$ cat config.mk
export PLATFORM = sky130hd
export DESIGN_NAME = instr_fetch_stage
export DESIGN_NICKNAME = d
export VERILOG_FILES = /design/src/rtl/instr_fetch_stage.sv
export SDC_FILE = /design/constraint.sdc
export NUM_CORES = 1
export LEC_CHECK = 0
export CAP_MARGIN = 10
export CORE_UTILIZATION = 37
export DETAILED_ROUTE_END_ITERATION = 16
export REMOVE_ABC_BUFFERS = 1
export SETUP_SLACK_MARGIN = 0.3
export SYNTH_ARGS = -nofsm -noshare
export SYNTH_HDL_FRONTEND = slang
export SYNTH_SLANG_ARGS = --single-unit
$ cat constraint.sdc
create_clock -name clk -period 3.4 [get_ports clk]
set_input_delay 0.34 -clock clk [delete_from_list [all_inputs] [get_ports clk]]
set_output_delay 0.34 -clock clk [all_outputs]
set_load 0.005 [all_outputs]
$ cat src/rtl/instr_fetch_stage.sv
// Fetch stage: drives the instruction-memory address and buffers {pc, word} bundles in a 2-entry FIFO toward decode.
// Optional performance counters (stall_cnt, flush_cnt) are built when FETCH_PERF_CNT_EN is defined.
module instr_fetch_stage #(
    parameter logic [31:0] RESET_PC = 32'h0,
    parameter logic [31:0] PC_STEP  = 32'd2,
    parameter int          QDEPTH   = 2
) (
    input  logic        clk,
    input  logic        reset,
    output logic [31:0] fetch_pc,
    output logic        mem_read,
    input  logic [31:0] ir_in,
    input  logic        redirect_valid,
    input  logic [31:0] redirect_pc,
    output logic        out_valid,
    input  logic        out_ready,
    output logic [31:0] out_pc,
    output logic [15:0] out_slot0,
    output logic [15:0] out_slot1
`ifdef FETCH_PERF_CNT_EN
    ,
    output logic [15:0] stall_cnt,
    output logic [15:0] flush_cnt
`endif
);

    typedef struct packed {
        logic [31:0] pc;
        logic [31:0] ir;
    } entry_t;

    localparam logic [1:0] QMAX = 2'(QDEPTH);

    logic [31:0] pc_q, pc_d;
    logic [1:0]  count_q, count_d;
    entry_t      e0_q, e0_d;
    entry_t      e1_q, e1_d;
    logic [1:0]  wr_pos;
    logic        deq;
    logic        room;
    logic        enq;

    assign fetch_pc  = pc_q;
    assign out_valid = (count_q != 2'd0);
    assign deq       = out_valid & out_ready;
    assign room      = (count_q < QMAX) | deq;
    assign enq       = ~redirect_valid & room;
    assign mem_read  = reset & enq;

    // out_pc deliberately keeps the last head PC once the queue drains; only the slots fall back to nop.
    assign out_pc    = e0_q.pc;
    assign out_slot0 = out_valid ? e0_q.ir[31:16] : 16'h0000;
    assign out_slot1 = out_valid ? e0_q.ir[15:0]  : 16'h0000;

    // Position the new bundle lands in once this cycle's dequeue has shifted the queue.
    assign wr_pos = count_q - {1'b0, deq};

    // NOTE: every always_comb output gets a hold default first, so no path can infer a latch.
    always_comb begin
        pc_d    = pc_q;
        count_d = count_q;
        e0_d    = e0_q;
        e1_d    = e1_q;
        if (redirect_valid) begin
            pc_d    = redirect_pc;
            count_d = 2'd0;
        end else if (room) begin
            pc_d    = pc_q + PC_STEP;
            count_d = count_q + 2'd1 - {1'b0, deq};
            if (deq) begin
                e0_d = e1_q;
            end
            if (wr_pos == 2'd0) begin
                e0_d = '{pc: pc_q, ir: ir_in};
            end else begin
                e1_d = '{pc: pc_q, ir: ir_in};
            end
        end
    end

    // NOTE: state registers use non-blocking assignments; the queue storage is reset too so out_pc reads 0 after reset.
    always_ff @(posedge clk or negedge reset) begin
        if (!reset) begin
            pc_q    <= RESET_PC;
            count_q <= 2'd0;
            e0_q    <= '0;
            e1_q    <= '0;
        end else begin
            pc_q    <= pc_d;
            count_q <= count_d;
            e0_q    <= e0_d;
            e1_q    <= e1_d;
        end
    end

`ifdef FETCH_PERF_CNT_EN
    logic [15:0] stall_cnt_q, stall_cnt_d;
    logic [15:0] flush_cnt_q, flush_cnt_d;

    always_comb begin
        stall_cnt_d = stall_cnt_q;
        flush_cnt_d = flush_cnt_q;
        if (out_valid && !out_ready && stall_cnt_q != 16'hFFFF) begin
            stall_cnt_d = stall_cnt_q + 16'd1;
        end
        // A flush only counts when it actually discards buffered bundles.
        if (redirect_valid && count_q != 2'd0 && flush_cnt_q != 16'hFFFF) begin
            flush_cnt_d = flush_cnt_q + 16'd1;
        end
    end

    always_ff @(posedge clk or negedge reset) begin
        if (!reset) begin
            stall_cnt_q <= 16'd0;
            flush_cnt_q <= 16'd0;
        end else begin
            stall_cnt_q <= stall_cnt_d;
            flush_cnt_q <= flush_cnt_d;
        end
    end

    assign stall_cnt = stall_cnt_q;
    assign flush_cnt = flush_cnt_q;
`endif

endmodule

==> metrics.md <==
| Metric | Value |
|---|---|
| Outcome | `complete, no violations` |
| Most frequent cells in the layout | `clkdlybuf4s50_1 (163), dfrtp_1 (162), nor2_1 (69)` |
| Ports | `166` |
| DR vias/cell | `4.98` |
| Slew margin rel. | `0.335` |
| Crit path max-delay cell type | `a21oi_4` |
| Final hold vios | `0` |
| EDFF count, synth | `0` |
| Gp weighted congestion | `0.774` |
| Netlist cell types | `40` |
| Core Area | `20500 sq um` |
| P per Cell Area | `882 nW/um^2` |
| Post-synthesis cell count | `705` |
| Leak pwr | `4.16 nW` |
| Drt first pass iters | `4` |
| Crit-path max cell delay | `0.57 ns` |
| Crit path buf inv count | `1` |
| Clock transition at the registers of the reported paths | `0.07 ns` |
| Hold_ws | `0.214 ns` |
| Final setup viols | `0` |
| Die W | `148 um` |
| Flops & latches, synth | `162` |
| Die Span Y | `148 um` |
| Worst EP required | `3.74 ns` |
| Clk root buf | `clkbuf_16` |
| Ys async rst share | `1.00` |
| Comb power frac | `0.426` |
| Total gr overflow | `0` |
| Worst Setup Path Type | `flop to flop` |
| CP arrival | `3.06 ns` |
| Avg WL per Cell | `16.5 um` |
| Critical Path Start Type | `flop` |
| Post-route insts no fill | `1110` |
| Clock share of power | `0.211` |
| Initial DRC Count | `208` |
| CP Capture Type | `flop` |
| Fillers | `1872` |
| Global-route wire length before repair | `29.9 mm` |
| Final period util | `0.799` |
| Residual DRC count | `0` |
| Post-CTS Setup Bufs | `0` |
| CTS tree | `done` |
| Sequential-to-total area share from yosys stat | `0.517` |
| Max VDD drop | `0.576 mV` |
| Antenna viol nets, final | `0` |
| Vias in the first global route | `5612` |
| Post-synth top flop | `dfrtp_1` |
| Sw Ratio | `0.329` |
| Routed wire length | `18.4 mm` |
| Mean Syn Cell Area | `11.1 sq um` |
| Sequential Power Share | `0.363` |
| Max_cap viols | `0` |
| Yosys warning count | `0` |
| Hold Crit Class | `primary input to flop` |
| Vias | `5530` |
| Row count | `52` |
| Nets | `897` |
| DP Wirelength | `12.4 mm` |
| Total CTS buffers | `17` |
| Fmax | `368 MHz` |
| Die Footprint | `21800 sq um` |
| Largest net degree at the start of global routing | `80` |
| Post-Syn Area | `7840 sq um` |
| P_int | `5.97 mW` |
| Area growth, synth to finish | `28.7%` |
| Placed cell count | `1077` |
| Clock Skew | `0.0108 ns` |
| Final slew viol count | `0` |
| Layout cells sized above 1 | `0.165` |
| Clock sink count | `162` |
| Clock Latency Late Sink | `0.42 ns` |
| Measured slew at the worst slew-check pin | `0.997 ns` |
| Total GRT Usage | `0.175` |
| Final min period | `2.72 ns` |
| Clk buf depth | `2` |
| Crit-path max FO | `34` |
| Commonest non-fill, non-tap cell in the layout | `clkdlybuf4s50_1` |
| RSZ-0062 raised after global routing | `false` |
| IO buf count | `165` |
| Starting Density | `0.382` |
| Diode count | `0` |
| H-tree lvl count | `4` |
| CP cell instances | `or2_4 -> nand2_1 -> ha_1 -> nand2b_2 -> a21oi_4 -> buf_12 -> nor2_1 -> a21oi_1` |
| CP top delay family | `simple AND/OR/NAND/NOR gates` |
| Initial antenna violation count | `0` |
| NetSw | `2.93 mW` |
## stage by stage
step | TNS, ns | utilization | power [mW] | cell area (sq um) | setup slack [ns]
after floorplan | -327.68 | - | 5.46 | 7320 | -3.88
after global placement | 0 | 0.463 | 6.97 | 9500 | 0.611
after detailed placement | 0 | 0.463 | 7.10 | 9500 | 0.468
after CTS | 0 | 0.492 | 9.00 | 10100 | 0.433
after global routing | 0 | 0.492 | 9.47 | 10100 | 0.463
final | 0 | 0.492 | 8.90 | 10100 | 0.683
## state kept, by name (all words and copies together) (netlist names)
register  count
e1_q         64
fetch_pc     32
e0_q         32
out_pc       32
count_q       2
## per-layer routing
layer,up-vias,GRT usage,share of wire
li1,2635,-,-
met3,14,0.0377,0.048
met4,0,0.0448,0.0072
met2,163,0.275,0.46
met5,-,0,0
met1,2718,0.245,0.48
## cells by family after synthesis
family / after synthesis / share of synthesized area
AND/OR/NAND/NOR: 197 / 0.137
flip-flops: 162 / 0.517
XOR/XNOR: 29 / 0.0324
multiplexers: 130 / 0.176
AO/OA/AOI/OAI: 100 / 0.0645
buffers and inverters: 85 / 0.0691
adder cells (fa/ha/maj): 2 / 0.00319
## what timing repair did
action | CTS | global route
endpoints found under the setup margin | 0 | 20
hold endpoints to repair | 7 | 0
hold buffers | 1 | 0
resized for setup | 0 | 1
## Yosys cell counts, types with 7 or more instances
cell,instances,share of area
dfrtp_1,162,0.52
nor2_1,70,0.034
a21oi_1,67,0.043
mux2_2,65,0.093
mux2i_1,65,0.083
nand2_1,42,0.020
and2_1,32,0.026
buf_4,32,0.031
buf_2,27,0.017
xnor2_1,24,0.027
o21ai_0,16,0.010
o21ai_1,15,0.0096
nor4_2,12,0.019
clkbuf_1,11,0.0053
inv_1,7,0.0034
nand3_1,7,0.0045
## power groups by stage
stage | logic, mW | clock network, mW | registers [mW]
finish | 3.79 | 1.88 | 3.23
global placement | 3.74 | 0 | 3.23
CTS | 3.85 | 1.92 | 3.24
floorplan | 2.30 | 0 | 3.16
detailed placement | 3.84 | 0 | 3.27
global route | 4.12 | 2.00 | 3.34
## final timing paths
kind / start / to / slack [ns] / cells past startpoint
worst max-delay path: count_q[1]$_DFFE_PN0P_ / out_pc[16]$_DFFE_PN0P_ / 0.68 / 8
worst min-delay path: redirect_valid / count_q[0]$_DFFE_PN0P_ / 0.21 / 2
worst max register to register: count_q[1]$_DFFE_PN0P_ / out_pc[16]$_DFFE_PN0P_ / 0.68 / 8
worst min register to register: e1_q[51]$_DFFE_PN0P_ / e1_q[51]$_DFFE_PN0P_ / 0.51 / 1
max in group asynchronous: reset / e1_q[6]$_DFFE_PN0P_ / 1.92 / 3
min in group asynchronous: reset / e1_q[3]$_DFFE_PN0P_ / 0.29 / 2
## cell type report
type	count	area, sq um	area share
flip-flops and latches	162	4050	0.402
multi-input cells	458	3270	0.324
repair buffers	181	1820	0.180
clock buffers	19	453	0.0449
well taps	270	338	0.0335
clock inverters	13	125	0.0124
inverters	7	26.3	0.00260
(Power assumes the default switching activity.)
